## src/rtl/tt_um_accelshark_psg_mixer_pkg.sv

```systemverilog
// +----------------------------------------------------------------------+
// | tt_um_accelshark_psg_mixer_pkg: shared widths, constants, FSM states  |
// | rev 1.0                                                               |
// +----------------------------------------------------------------------+
`default_nettype none

package tt_um_accelshark_psg_mixer_pkg;

  localparam int SAMPLE_W  = 8;
  localparam int VOL_W     = 4;
  localparam int VOL_SHIFT = 4;

  localparam logic [SAMPLE_W-1:0] SAT_VAL = 8'hFF;

  typedef enum logic [1:0] {
    IDLE  = 2'd0,
    ACCUM = 2'd1,
    WRITE = 2'd2
  } state_t;

endpackage

`default_nettype wire

```

## src/rtl/tt_um_accelshark_psg_mixer_scale.sv

```systemverilog
// +----------------------------------------------------------------------+
// | tt_um_accelshark_psg_mixer_scale: (sample * vol) >> 4, one voice      |
// | rev 1.0                                                               |
// +----------------------------------------------------------------------+
`default_nettype none

module tt_um_accelshark_psg_mixer_scale
  import tt_um_accelshark_psg_mixer_pkg::*;
(
  input  logic [SAMPLE_W-1:0] sample,
  input  logic [VOL_W-1:0]    vol,
  output logic [SAMPLE_W-1:0] term
);

  logic [SAMPLE_W+VOL_W-1:0] product;

  assign product = {{VOL_W{1'b0}}, sample} * {{SAMPLE_W{1'b0}}, vol};
  // The product never exceeds 0xEF1, so the shifted value always fits in 8 bits.
  assign term    = SAMPLE_W'(product >> VOL_SHIFT);

endmodule

`default_nettype wire

```

## src/rtl/tt_um_accelshark_psg_mixer.sv

```systemverilog
// +----------------------------------------------------------------------+
// | tt_um_accelshark_psg_mixer: frame-synchronous stereo voice mixer      |
// | rev 1.0                                                               |
// +----------------------------------------------------------------------+
`default_nettype none

module tt_um_accelshark_psg_mixer
  import tt_um_accelshark_psg_mixer_pkg::*;
#(
  parameter int VOICES     = 4,
  parameter int FRAME_SCLK = 16
) (
  input  logic                         sclk,
  input  logic                         rst_n,
  input  logic                         ena,
  input  logic                         lrck,
  input  logic [VOICES*SAMPLE_W-1:0]   voice_sample,
  input  logic [VOICES*VOL_W-1:0]      voice_vol,
  input  logic [VOICES-1:0]            voice_pan_l,
  input  logic [VOICES-1:0]            voice_pan_r,
  output logic [SAMPLE_W-1:0]          mix_l,
  output logic [SAMPLE_W-1:0]          mix_r,
  output logic                         mix_valid,
  output logic                         clip_l,
  output logic                         clip_r
);

  localparam int PW    = (VOICES > 1) ? $clog2(VOICES) : 1;
  localparam int ACC_W = SAMPLE_W + $clog2(VOICES);
  localparam logic [PW-1:0] LAST_P = PW'(VOICES - 1);

  if ((VOICES < 1) || (VOICES + 2 > FRAME_SCLK)) begin : g_frame_check
    $error("VOICES+2 must not exceed FRAME_SCLK");
  end

  state_t                       state;
  state_t                       state_nx;
  logic                         lrck_q;
  logic                         frame_start;
  logic                         last_phase;
  logic [PW-1:0]                phase;
  logic [ACC_W-1:0]             acc_l;
  logic [ACC_W-1:0]             acc_r;
  logic [VOICES*SAMPLE_W-1:0]   snap_sample;
  logic [VOICES*VOL_W-1:0]      snap_vol;
  logic [VOICES-1:0]            snap_pan_l;
  logic [VOICES-1:0]            snap_pan_r;
  logic [SAMPLE_W-1:0]          sel_sample;
  logic [VOL_W-1:0]             sel_vol;
  logic [SAMPLE_W-1:0]          term;
  logic [ACC_W-1:0]             sum_l;
  logic [ACC_W-1:0]             sum_r;
  logic                         over_l;
  logic                         over_r;

  assign frame_start = lrck && !lrck_q && ena;
  assign last_phase  = (phase == LAST_P);

  // One scaler shared by all voices; the phase counter selects the operand.
  assign sel_sample = snap_sample[phase*SAMPLE_W +: SAMPLE_W];
  assign sel_vol    = snap_vol[phase*VOL_W +: VOL_W];

  tt_um_accelshark_psg_mixer_scale u_scale (
    .sample (sel_sample),
    .vol    (sel_vol),
    .term   (term)
  );

  assign sum_l  = acc_l + (snap_pan_l[phase] ? ACC_W'(term) : '0);
  assign sum_r  = acc_r + (snap_pan_r[phase] ? ACC_W'(term) : '0);
  assign over_l = (sum_l > ACC_W'(255));
  assign over_r = (sum_r > ACC_W'(255));

  always_ff @(posedge sclk or negedge rst_n) begin
    if (!rst_n) begin
      state <= IDLE;
    end else begin
      state <= state_nx;
    end
  end

  always_comb begin
    state_nx = state;
    if (frame_start) begin
      state_nx = ACCUM;
    end else if (!ena) begin
      state_nx = IDLE;
    end else begin
      case (state)
        ACCUM:   if (last_phase) state_nx = WRITE;
        WRITE:   state_nx = IDLE;
        default: state_nx = IDLE;
      endcase
    end
  end

  // The final voice is folded in on the edge entering WRITE so that the
  // registered words and mix_valid are both visible during the WRITE cycle.
  always_ff @(posedge sclk or negedge rst_n) begin
    if (!rst_n) begin
      lrck_q      <= 1'b0;
      phase       <= '0;
      acc_l       <= '0;
      acc_r       <= '0;
      snap_sample <= '0;
      snap_vol    <= '0;
      snap_pan_l  <= '0;
      snap_pan_r  <= '0;
      mix_l       <= '0;
      mix_r       <= '0;
      mix_valid   <= 1'b0;
      clip_l      <= 1'b0;
      clip_r      <= 1'b0;
    end else begin
      lrck_q    <= lrck;
      mix_valid <= 1'b0;
      if (frame_start) begin
        snap_sample <= voice_sample;
        snap_vol    <= voice_vol;
        snap_pan_l  <= voice_pan_l;
        snap_pan_r  <= voice_pan_r;
        acc_l       <= '0;
        acc_r       <= '0;
        phase       <= '0;
      end else if ((state == ACCUM) && ena) begin
        acc_l <= sum_l;
        acc_r <= sum_r;
        phase <= phase + PW'(1);
        if (last_phase) begin
          mix_l     <= over_l ? SAT_VAL : sum_l[SAMPLE_W-1:0];
          mix_r     <= over_r ? SAT_VAL : sum_r[SAMPLE_W-1:0];
          clip_l    <= over_l;
          clip_r    <= over_r;
          mix_valid <= 1'b1;
        end
      end
    end
  end

endmodule

`default_nettype wire

```

## config.mk

```make
export PLATFORM = sky130hd
export DESIGN_NAME = tt_um_accelshark_psg_mixer
export DESIGN_NICKNAME = d
export VERILOG_FILES = /design/src/rtl/tt_um_accelshark_psg_mixer_pkg.sv /design/src/rtl/tt_um_accelshark_psg_mixer_scale.sv /design/src/rtl/tt_um_accelshark_psg_mixer.sv
export SDC_FILE = /design/constraint.sdc
export NUM_CORES = 1
export LEC_CHECK = 0
export BUFFER_PORTS_ARGS = -buffer_cell sky130_fd_sc_hd__buf_2
export CAP_MARGIN = 30
export CORE_ASPECT_RATIO = 0.5
export CORE_UTILIZATION = 44
export CTS_CLUSTER_SIZE = 28
export DETAILED_ROUTE_END_ITERATION = 12
export GPL_TIMING_DRIVEN = 1
export REMOVE_ABC_BUFFERS = 1
export SYNTH_ARGS = -nofsm -noshare
export SYNTH_HDL_FRONTEND = slang
export SYNTH_SLANG_ARGS = --single-unit
```

## constraint.sdc

```tcl
create_clock -name sclk -period 7 [get_ports sclk]
set_input_delay 0.35 -clock sclk [delete_from_list [all_inputs] [get_ports sclk]]
set_output_delay 0.35 -clock sclk [all_outputs]
set_load 0.1 [all_outputs]
```

==> flow_summary.ini <==
[floorplan]
rows = 29
die_w_um = 164
core_sq_um = 12700
die_area_sq_um = 13700
start_util_pct = 45.5
die_h_um = 83.1
io_pins = 79

[place]
place_area_sq_um = 6370
place_ws_ns = 0.716
globalplace.congestion = 0.856
port_buffers = 78
dpl.hpwl_um = 8780

[finish]
synthToLayoutAreaGrowth_pct = 15.0
diodes = 0
fin_area_sq_um = 6670
final_cell_mix = dfrtp_1 (100), buf_2 (77), mux2_2 (58)
final_common_cell = dfrtp_1
nets = 689
fill_cells = 1160
drive_gt1_share_pct = 28.9

[global_route]
grt_use_total_pct = 18.8
grt_first_pass_wirelength_um = 20100
grt_pass1_vias = 3996
grt_start_max_net_pins = 59
grt-ovfl-total = 0
antenna_found_initial = 0

[sta]
finClkSkew_ns = 0.00941
final_max_slew_viol_count = 0
worstMarginPinSlew_ns = 0.973
fin_ws_ns = 0.682
finalSetupViolCount = 0
fin_crit_ns = 6.32
hold_violations = 5
tns_ns = 0
slew-limit-headroom_pct = 35.1
max_freq_mhz = 158
rsz0062_at_grt = no
final.period_utilization_pct = 90.3
hold_slack_ns = -0.0185

[synth]
synth_cells = 508
synth_area_per_cell_sq_um = 11.4
ys_ff_latch = 100
synth_edf_count = 0
seq_area_frac_synth_pct = 43.2
ys_warn_count = 0
synthDistinctLibCells = 51
yosys_most_used_dff = dfrtp_1
syn-cell-area_sq_um = 5790
synthArstFlopShare_pct = 100

[status]
violations = hold timing
status = complete, but fails checks

[route]
num_vias = 4032
drt-total-wl_um = 11800
drt_first_pass_iters = 4
drt_iter0_markers = 139
wl_per_cell_um = 15.5
drc_errors = 0
vias_per_cell = 5.31
ant_nets = 0

[clock_tree]
clkLatencyLatePin_ns = 0.34
cts_buffers = 9
cts.clk_slew.worst_paths_ns = 0.07
cts_tree = built
postCtsHoldBufs = 0
clockBufferDepth = 2
cts_setup_buffers = 0
htree_levels = 3
post_cts_resize_count = 0
cts.sinks = 100
root_buffer = clkbuf_16

[power_and_ir_drop]
power_density_nw_per_um2 = 447
ir_drop_uv = 198
p_leak_nw = 3.22

[critical_path]
cp_max_fo = 10
cp_common_cell = fa_1
critPathLaunchType = flop
arrival_ns = 6.53
worst-endpoint-required_ns = 7.21
crit_path_top_delay_cell = dfrtp_1
worst_setup_path_end_kind = flop
worstSetupPathType = flop to flop
path_cells = buf_4 > mux4_2 > nand2_1 > fa_1 > fa_1 > inv_1 > ha_1 > nand3_1 > o22ai_1 > a31oi_1 > xnor2_1 > nor2_1 > ha_1 > fa_1 > a21o_1 > a211oi_1 > o211ai_1 > o311ai_0 > nand3b_1 > o21ai_0
critPathMaxStageDelay_ns = 0.65

[min_path]
hold_path_class = input pin to async pin

[flow_run]
max_cap_violations = 0
==> final timing paths <==
check                          from             to  slack, ns  cells after the start
min                           rst_n         clip_l      -0.02                      1
max in group asynchronous     rst_n  snap_pan_l[0]       5.86                      2
max reg2reg                phase[0]       mix_l[2]       0.68                     20
max                        phase[0]       mix_l[2]       0.68                     20
min reg2reg                  clip_l         clip_l       0.47                      2
min in group sclk              lrck         lrck_q       0.12                      1
==> synthesized netlist by cell type, drive strengths merged, types with 2 or more instances <==
master / instances / area [sq um]
a211o: 2 / 17.5
a211oi: 5 / 37.5
a21o: 8 / 60.1
a21oi: 14 / 70.1
a22o: 17 / 149
a31oi: 6 / 52.6
and2: 22 / 140
and3: 2 / 12.5
buf: 3 / 21.3
clkbuf: 14 / 52.6
dfrtp: 100 / 2500
fa: 13 / 260
ha: 31 / 388
inv: 24 / 90.1
mux2: 58 / 653
mux2i: 5 / 50.1
mux4: 11 / 270
nand2: 44 / 165
nand3: 9 / 45.0
nand3b: 3 / 22.5
nand4b: 2 / 17.5
nor2: 26 / 97.6
nor2b: 4 / 25.0
nor3: 11 / 60.1
nor4: 2 / 12.5
o211ai: 2 / 15.0
o21a: 7 / 52.6
o21ai: 20 / 100
o21bai: 4 / 30.0
o22a: 7 / 61.3
o22ai: 2 / 12.5
o31ai: 2 / 15.0
or2: 2 / 12.5
xnor2: 13 / 114
xor2: 3 / 26.3
==> power by group <==
| part | switching [mW] | leakage (nW) | total, mW | internal [mW] |
|---|---|---|---|---|
| clock | 0.225 | 0.139 | 0.504 | 0.279 |
| combinational | 1.03 | 1.82 | 1.73 | 0.698 |
| sequential | 0.0660 | 1.26 | 0.748 | 0.682 |
| total | 1.32 | 3.22 | 2.98 | 1.66 |
==> flip-flops by register name, indices dropped and copies added (netlist names) <==
| signal | count |
|---|---|
| mix_l | 8 |
| clip_l | 1 |
| mix_r | 8 |
| phase | 2 |
| snap_sample | 32 |
| mix_valid | 1 |
| snap_pan_l | 4 |
| state | 2 |
| lrck_q | 1 |
| snap_vol | 16 |
| acc_l | 10 |
| clip_r | 1 |
| acc_r | 10 |
| snap_pan_r | 4 |
==> critical path, delay by kind of cell, from the launching register on <==
family | cells | cell delay (ns)
AOI/OAI and AO/OA | 7 | 1.82
xor gates and xnor gates | 1 | 0.28
adders and majority gates | 5 | 1.93
buffers and inverters | 2 | 0.29
DFF | 1 | 0.65
muxes | 1 | 0.58
and+or+nand+nor | 4 | 0.65
==> kinds of logic (layout without fill, tap and decap cells) <==
kind of cell             count (synthesis)  after routing  synth area share [%]
AO/OA/AOI/OAI                          101            101                  12.5
XOR/XNOR                                16             16                  2.42
adder cells (fa/ha/maj)                 44             44                  11.2
buffers and inverters                   42            123                  2.89
flip-flops                             100            100                  43.2
multiplexers                            74             74                  16.8
AND/OR/NAND/NOR                        131            131                  11.0
==> final cells by class <==
class / count / area (sq um) / share of cell area (%)
inverter: 25 / 93.8 / 1.41
multi-input combinational: 366 / 3130 / 46.9
clock inverter: 6 / 71.3 / 1.07
timing repair buffer: 83 / 430 / 6.46
clock buffer: 9 / 225 / 3.38
sequential: 100 / 2500 / 37.5
tap: 170 / 213 / 3.19
==> through the flow <==
step	instances	total power, mW	utilization, %	hold slack, ns
finish	759	2.98	52.3	-0.0185
global route	759	3.24	52.3	0.0303
CTS	759	3.01	52.3	0.00875
detailed placement	744	2.49	50.0	0.384
global placement	744	2.47	50.0	0.379
floorplan	491	2.10	-	0.0544
==> metal layers <==
layer | share of wire (%) | GRT usage (%) | up-vias
met5 | 0 | 0 | -
met4 | 0.85 | 4.29 | 0
met3 | 3.6 | 4.00 | 8
met2 | 42 | 27.2 | 59
met1 | 54 | 28.7 | 1982
li1 | - | - | 1983
(Power assumes the default switching activity.)
